===== config.mk =====
export PLATFORM = sky130hd
export DESIGN_NAME = binop_frame_sequencer
export DESIGN_NICKNAME = d
export VERILOG_FILES = /design/src/rtl/binop_frame_sequencer.sv
export SDC_FILE = /design/constraint.sdc
export NUM_CORES = 1
export LEC_CHECK = 0
export BUFFER_PORTS_ARGS = -buffer_cell sky130_fd_sc_hd__buf_4
export CORE_UTILIZATION = 25
export CTS_BUF_LIST = sky130_fd_sc_hd__clkbuf_8
export DETAILED_ROUTE_END_ITERATION = 8
export HOLD_SLACK_MARGIN = 0.08
export PLACE_DENSITY = 0.37
export SYNTH_ARGS = -nofsm -noshare
export SYNTH_HDL_FRONTEND = slang
export SYNTH_SLANG_ARGS = --single-unit

===== constraint.sdc =====
create_clock -name clk -period 3.85 [get_ports clk]
set_input_delay 0.1925 -clock clk [delete_from_list [all_inputs] [get_ports clk]]
set_output_delay 0.1925 -clock clk [all_outputs]
set_load 0.02 [all_outputs]

===== src/rtl/binop_frame_sequencer.sv =====
// Frame sequencer for the 9x9 binary operator. It paces input rows with gaps and padding rows,
// then removes the operator's warm-up rows from the result stream.
module binop_frame_sequencer #(
    parameter int WB       = 11,
    parameter int HB       = 10,
    parameter int HGAP     = 20,
    parameter int PAD_ROWS = 4
) (
    input  logic          clk,
    input  logic          SRST,
    input  logic          Start,
    input  logic [WB-1:0] Width,
    input  logic [HB-1:0] Height,
    input  logic          InValid,
    input  logic          InPixel,
    output logic          InReady,
    output logic          OpDataEn,
    output logic          OpPixel,
    input  logic          OpDataOutEn,
    input  logic          OpResult,
    output logic          OutEn,
    output logic          OutPixel,
    output logic          OutLast,
    output logic          FrameDone,
    output logic          Busy,
    output logic          Underflow
);
    localparam int GB  = $clog2(HGAP);
    localparam int PRB = (PAD_ROWS > 1) ? $clog2(PAD_ROWS) : 1;
    localparam int ORB = HB + 1;

    typedef enum logic [2:0] {IDLE, GAP, ROW, PGAP, PROW, DRAIN} state_t;

    state_t         state_q, state_d;
    logic [WB-1:0]  width_q, width_d, col_q, col_d, ocol_q, ocol_d;
    logic [HB-1:0]  height_q, height_d, row_q, row_d;
    logic [PRB-1:0] prow_q, prow_d;
    logic [GB-1:0]  gcnt_q, gcnt_d;
    logic [ORB-1:0] orow_q, orow_d;
    logic           op_en_q, op_en_d, op_pix_q, op_pix_d;
    logic           underflow_q, underflow_d, busy_q, busy_d;
    logic           frame_done_q, frame_done_d;
    logic           dout_prev_q, dout_prev_d, out_done_q, out_done_d;

    logic gap_last, col_last, dout_fall, done_evt, out_pass;

    always_comb begin
        gap_last  = (gcnt_q == GB'(HGAP - 1));
        col_last  = (col_q == width_q - WB'(1));
        dout_fall = busy_q && dout_prev_q && !OpDataOutEn;
        done_evt  = dout_fall && (orow_q == ORB'(PAD_ROWS) + ORB'(height_q) - ORB'(1));
        // Warm-up rows are dropped, and so are any pixels past Width in an over-long row.
        out_pass  = busy_q && (orow_q >= ORB'(PAD_ROWS)) && (ocol_q != width_q);
    end

    always_comb begin
        // NOTE: every signal gets a default before the case so no path leaves one unassigned (no latch).
        state_d      = state_q;
        width_d      = width_q;
        height_d     = height_q;
        col_d        = col_q;
        row_d        = row_q;
        prow_d       = prow_q;
        gcnt_d       = gcnt_q;
        op_en_d      = 1'b0;
        op_pix_d     = 1'b0;
        underflow_d  = underflow_q;
        busy_d       = busy_q;
        frame_done_d = 1'b0;

        dout_prev_d = busy_q && OpDataOutEn;
        orow_d      = dout_fall ? orow_q + ORB'(1) : orow_q;
        out_done_d  = out_done_q || done_evt;
        if (!busy_q || !OpDataOutEn) begin
            ocol_d = '0;
        end else if (ocol_q != width_q) begin
            ocol_d = ocol_q + WB'(1);
        end else begin
            ocol_d = ocol_q;
        end

        case (state_q)
            IDLE: begin
                // The cycle FrameDone is high still counts as busy for Start.
                if (Start && !frame_done_q) begin
                    width_d     = Width;
                    height_d    = Height;
                    underflow_d = 1'b0;
                    busy_d      = 1'b1;
                    row_d       = '0;
                    gcnt_d      = '0;
                    orow_d      = '0;
                    ocol_d      = '0;
                    out_done_d  = 1'b0;
                    state_d     = GAP;
                end
            end
            GAP, PGAP: begin
                if (gap_last) begin
                    gcnt_d  = '0;
                    col_d   = '0;
                    state_d = (state_q == GAP) ? ROW : PROW;
                end else begin
                    gcnt_d = gcnt_q + GB'(1);
                end
            end
            ROW: begin
                // The operator needs contiguous rows, so a missing pixel becomes 0.
                op_en_d  = 1'b1;
                op_pix_d = InValid && InPixel;
                if (!InValid) underflow_d = 1'b1;
                col_d = col_q + WB'(1);
                if (col_last) begin
                    col_d  = '0;
                    row_d  = row_q + HB'(1);
                    gcnt_d = '0;
                    if (row_q != height_q - HB'(1)) begin
                        state_d = GAP;
                    end else if (PAD_ROWS == 0) begin
                        state_d = DRAIN;
                    end else begin
                        prow_d  = '0;
                        state_d = PGAP;
                    end
                end
            end
            PROW: begin
                op_en_d = 1'b1;
                col_d   = col_q + WB'(1);
                if (col_last) begin
                    col_d   = '0;
                    prow_d  = prow_q + PRB'(1);
                    gcnt_d  = '0;
                    state_d = (32'(prow_q) == PAD_ROWS - 1) ? DRAIN : PGAP;
                end
            end
            DRAIN: begin
                if (done_evt || out_done_q) begin
                    state_d      = IDLE;
                    busy_d       = 1'b0;
                    frame_done_d = 1'b1;
                end
            end
            default: state_d = IDLE;
        endcase
    end

    always_ff @(posedge clk or posedge SRST) begin
        if (SRST) begin
            state_q      <= IDLE;
            width_q      <= '0;
            height_q     <= '0;
            col_q        <= '0;
            row_q        <= '0;
            prow_q       <= '0;
            gcnt_q       <= '0;
            orow_q       <= '0;
            ocol_q       <= '0;
            op_en_q      <= 1'b0;
            op_pix_q     <= 1'b0;
            underflow_q  <= 1'b0;
            busy_q       <= 1'b0;
            frame_done_q <= 1'b0;
            dout_prev_q  <= 1'b0;
            out_done_q   <= 1'b0;
        end else begin
            // NOTE: non-blocking updates make every flop see the pre-edge values of the others.
            state_q      <= state_d;
            width_q      <= width_d;
            height_q     <= height_d;
            col_q        <= col_d;
            row_q        <= row_d;
            prow_q       <= prow_d;
            gcnt_q       <= gcnt_d;
            orow_q       <= orow_d;
            ocol_q       <= ocol_d;
            op_en_q      <= op_en_d;
            op_pix_q     <= op_pix_d;
            underflow_q  <= underflow_d;
            busy_q       <= busy_d;
            frame_done_q <= frame_done_d;
            dout_prev_q  <= dout_prev_d;
            out_done_q   <= out_done_d;
        end
    end

    assign InReady   = (state_q == ROW);
    assign OpDataEn  = op_en_q;
    assign OpPixel   = op_pix_q;
    assign Busy      = busy_q;
    assign FrameDone = frame_done_q;
    assign Underflow = underflow_q;
    assign OutEn     = out_pass && OpDataOutEn;
    assign OutPixel  = OutEn && OpResult;
    assign OutLast   = OutEn && (ocol_q == width_q - WB'(1));

endmodule


Yosys cells after proc, flatten, opt, wreduce, memory -nomap -nowiden
Cells that the tools add are included.

Bits in read-only memories: 0. Register bits: 81. Memories kept: 0. Bits in writable memories: 0. Latch bits: 0. Input bits: 28.

Multiplexer cells: 42. Bitwise operators: 0. Reduce and logical (&&, ||, !) cells: 32. Divide/modulo/power cells: 0. Eq/ne operators: 20. $add $sub $neg: 10. Magnitude comparators: 1. Shifts and indexed selects: 0. Multipliers: 0.

Operator list (count): 2-to-1 mux 11 bit (9); adder 11 x 1 -> 11 bit, second input constant (3); == test 11 bit (3); one-hot mux 11 bit (2 select lines) (1); subtractor 11 x 1 -> 11 bit, second input constant (2); 2-to-1 mux 3 bit (7); 2-to-1 mux 10 bit (2); one-hot mux 10 bit (2 select lines) (1); 2-to-1 mux 5 bit (3); one-hot mux 3 bit (5 select lines) (1); one-hot mux 5 bit (3 select lines) (1); != test 2 bit, second input constant (6); AND reduction 3 bit (4); adder 3 x 10 -> 11 bit, first input constant (1); greater-or-equal comparator 11 x 3 -> 1 bit, second input constant (1); logical AND 1 bit (11); != test 11 bit (1); adder 10 x 1 -> 10 bit, second input constant (1); 2-to-1 mux 1 bit (10); != test 10 bit (1); subtractor 10 x 1 -> 10 bit, second input constant (1); 2-to-1 mux 2 bit (4); nonzero test 2 bit (4); == test 3 x 2 -> 1 bit, second input constant (2); 17 further kinds (25).

Logic depth before layout (Yosys ltp)
Depth in word-level cells: 7. Mapped depth: 11. Gate-level depth less buffers: 9.

Worst setup path before layout
OpenSTA, ideal clock, no wires.

Kind: reg2out. Start point: register width_q[4]. End point: output port OutLast. Buffers on the path: 1. Slack: 1.065 ns. Stages on the path, launching flop included: 9. Arrival time: 2.592 ns. Cells stage by stage: dfrtp_1 > buf_6 > or4_4 > nor3_4 > nor2_1 > or2_2 > a211oi_1 > a31oi_1 > nor4_1.

Cells in the longest elaborated chain, start to end: 4. Elaborated cells between the ends (all ways): 6.

Ends and longest elaborated chain: start, declared (RTL line 35) `logic [WB-1:0] width_q, width_d, col_q, col_d, ocol_q, ocol_d;`; start signal, assigned (RTL line 169) `width_q <= width_d;`; branches (longest 3 deep; another with subtractor 11 x 1 -> 11 bit); logical AND 1 bit * (RTL line 195) `assign OutLast = OutEn && (ocol_q == width_q - WB'(1));`; end, declared (RTL line 23) `output logic OutLast,`.

Mark *: on every way between the ends.

Final worst setup path
Start point: register width_q[3]. End point: output port OutLast.

Same word-level chain as after synthesis.

==> results.txt <==
CP cell instances - or4_4 > nor3_4 > nor2_1 > or2_2 > a211oi_1 > a31oi_1 > nor4_1 > buf_4
drc violations - 0
sequential area share after synthesis - 37.2%
area delta synth->final - 17.2%
status - finished, final reports clean
# port buffers - 36
non-filler cells, final - 955
H-tree levels - 3
final WL - 14.6 mm
CP max FO - 12
Ant. Diodes - 0
EDFF count, synth - 0
CP top delay family - simple AND/OR/NAND/NOR gates
Sw Pwr - 1850 uW
total number of vias - 4650
fin crit share - 86.2%
fin. max-slew vios - 0
Worst R2R Setup Slack - 0.88 ns
reg2reg end - row_q[9]
initial core utilization - 25.7%
Clk Latency, worst-skew pair - 0.38 ns
Placer Congestion - 0.818
VDD IR max - 0.257 mV
internal power - 2130 uW
Clock Sinks - 81
Reg power frac - 37.7%
clock network fraction of total power - 16.2%
width of the die - 150 um
hold crit path type - input pin to flop
WHS Path Cells - 2
cts repair resizes - 0
postcts setup bufs - 0
Yosys warning count - 0
met1 WL - 6.86 mm
Initial DRT Pass Iterations - 4
routed wl met3 - 354 um
CTS Root Cell - clkbuf_8
HPWL after DPL - 10.4 mm
Synth async-reset ratio - 100%
met2 routed WL - 7.21 mm
Site Rows - 53
Worst-Margin Slew - 0.922 ns
core box area - 0.0212 mm2
CTS Hold Bufs - 24
Post-Synthesis Cells - 635
drt first-iter violations - 197
Final nets - 712
fillcell total - 2284
combinational power share - 46.0%
Reg2Reg Depth - 9
WL/cell - 15.3 um
Worst path slowest cell - or4_4
worst path required time - 3.66 ns
Mapped Nets - 672
crit path from - width_q[3]
max layer used - met4
Critical Path AT - 3.13 ns
critical path class - flop to output pin
slowest stage delay, CP - 0.65 ns
Final Util - 30.1%
Sw Ratio - 46.6%
area occupied by multi-input gates - 0.00317 mm2
Max Fclk - 0.301 GHz
first-pass GRT wire length - 24.0 mm
Worst Hold Endpoint - dout_prev_q
# setup viols final - 0
worst hold slack - 0.120 ns
syn avg cell area - 8.58 um2
Placed Cells - 915
total track usage - 13.8%
Top Ports - 37
CTS tree - done
cts bufs inserted - 9
CP Capture Type - output pin
die height - 150 um
post-layout minimum cycle time - 3.32 ns
layout cells sized above 1 - 11.3%
Buf/Inv on CP - 1
LEAKAGE - 0.00279 uW
clock-pin transition on the worst setup and hold timing paths - 0.08 ns
final count of hold timing violations - 0
antenna violations before repair - 0
synthesized flop and latch total - 81
Seq. cell area - 0.00203 mm2
grt ovf - 0
vias in the first global route - 4616
Slew headroom - 38.5%
unrepaired setup endpoints after global routing - no
reg2reg start - width_q[0]
Max Cap Violations - 0
Clock Skew - 0.0110 ns
worst hold start - OpDataOutEn
Synth cell types - 68
ys flop type - dfrtp_1
largest net degree at the start of global routing - 52
worst-case clock buffer depth - 2
Routed Antenna Nets - 0
vias per std cell - 4.87
Final TNS setup - 0 ns
PwrDens - 623 mW/mm2
Worst Setup Start Kind - flop
CP Depth - 8
synthesized area - 0.00545 mm2
die area - 0.0224 mm2
-- placed cells by master (no fill, tap or decap), types with 3 or more instances in the layout --
master         instances
inv_1                 27
or2_2                  3
nor4_4                 5
xnor2_1               34
a21oi_1               10
nand4_1               14
or3_1                 10
nand2b_1              14
nand2_1               98
and3_1                13
nand3_1               26
nor3b_1                3
o211ai_1               4
dlygate4sd3_1         24
clkbuf_8              10
nor2_1                58
nor2b_1                5
o31ai_1                5
or4_1                  5
buf_4                 41
a31oi_1               10
dfrtp_1               81
mux2i_1               17
nor4_1                 9
o21ai_0               23
a211oi_1               5
xor2_1                42
ha_1                   9
o221ai_1               3
and4_1                 3
a21o_1                 3
clkinv_2               5
o2111ai_1              3
nor3_1                15
-- registers in the layout, indices dropped and copies added, names as in the netlist --
name	count
gcnt_q	5
prow_q	2
OpDataEn	1
Busy	1
FrameDone	1
width_q	11
height_q	10
dout_prev_q	1
state_q	3
col_q	11
out_done_q	1
orow_q	11
OpPixel	1
Underflow	1
ocol_q	11
row_q	10
-- routing by layer --
layer / up-vias / track usage (%)
met4: 0 / 3.18
met3: 8 / 3.02
met5: - / 0
li1: 2305 / -
met2: 57 / 23.9
met1: 2280 / 17.3
-- stage by stage --
stage                     area, um2  power [uW]  setup WS (ns)
after floorplan                5450        2850           1.07
after global placement         5950        3330          0.951
after detailed placement       5950        3340          0.873
after CTS                      6390        4040          0.510
after global routing           6390        4320          0.398
final                          6390        3980          0.531
-- kinds of logic after synthesis --
group	after synthesis	share of synthesized area, %
flip-flops	81	37.2
AND/OR/NAND/NOR	294	28.1
adder cells (fa/ha/maj)	9	2.07
AO/OA/AOI/OAI	93	12.3
buffers and inverters	64	4.78
multiplexers	18	3.33
XOR/XNOR	76	12.2
-- worst reg2reg max path, delay by kind of cell (launching register included) --
| kind | cells | cell delay (ns) |
|---|---|---|
| and+or+nand+nor | 4 | 1.26 |
| DFF | 1 | 0.45 |
| AOI/OAI and AO/OA | 1 | 0.38 |
| buffers and inverters | 2 | 0.35 |
| adders and majority gates | 1 | 0.24 |
| muxes | 1 | 0.23 |
-- cell type report --
| type | count | area share (%) |
|---|---|---|
| multi-input combinational | 490 | 49.6 |
| sequential | 81 | 31.7 |
| timing repair buffer | 65 | 8.58 |
| tap | 275 | 5.39 |
| clock buffer | 10 | 2.15 |
| inverter | 28 | 1.66 |
| clock inverter | 6 | 0.901 |
-- synthesized netlist by cell type (all sizes together) (3+ instances only) --
master / n / area share, %
o31ai: 5 / 0.69
and4: 3 / 0.48
and3: 13 / 1.5
nor2b: 5 / 0.57
xnor2: 34 / 5.5
nand4: 15 / 1.8
a21oi: 11 / 1.1
o21ai: 23 / 2.1
a21o: 3 / 0.41
a211oi: 5 / 0.69
nor3: 17 / 1.8
or3: 11 / 1.4
or4: 6 / 0.90
a31oi: 10 / 1.1
ha: 9 / 2.1
inv: 28 / 1.9
dfrtp: 81 / 37
nor3b: 3 / 0.41
or2: 3 / 0.34
nand3: 26 / 2.4
nor4: 14 / 3.0
clkbuf: 28 / 1.9
buf: 8 / 0.92
xor2: 42 / 6.7
o221ai: 3 / 0.48
nand2: 98 / 6.7
nand2b: 14 / 1.6
nor2: 58 / 4.0
o211ai: 5 / 0.78
o2111ai: 3 / 0.48
mux2i: 17 / 3.1
-- how the worst max path moves through the flow --
stage,slack (ns),to
after floorplan,1.07,OutLast
after CTS,0.51,OutLast
after global routing,0.40,OutLast
after global placement,0.95,row_q[9]
after detailed placement,0.87,row_q[9]
final,0.53,OutLast
-- power groups by stage --
stage / logic, uW / clock network, uW / registers (uW)
final: 1830 / 647 / 1500
after global routing: 2050 / 712 / 1550
after CTS: 1850 / 682 / 1500
after detailed placement: 1820 / 0 / 1520
after global placement: 1810 / 0 / 1520
after floorplan: 1610 / 0 / 1240
Power figures use the tool's default switching activity.
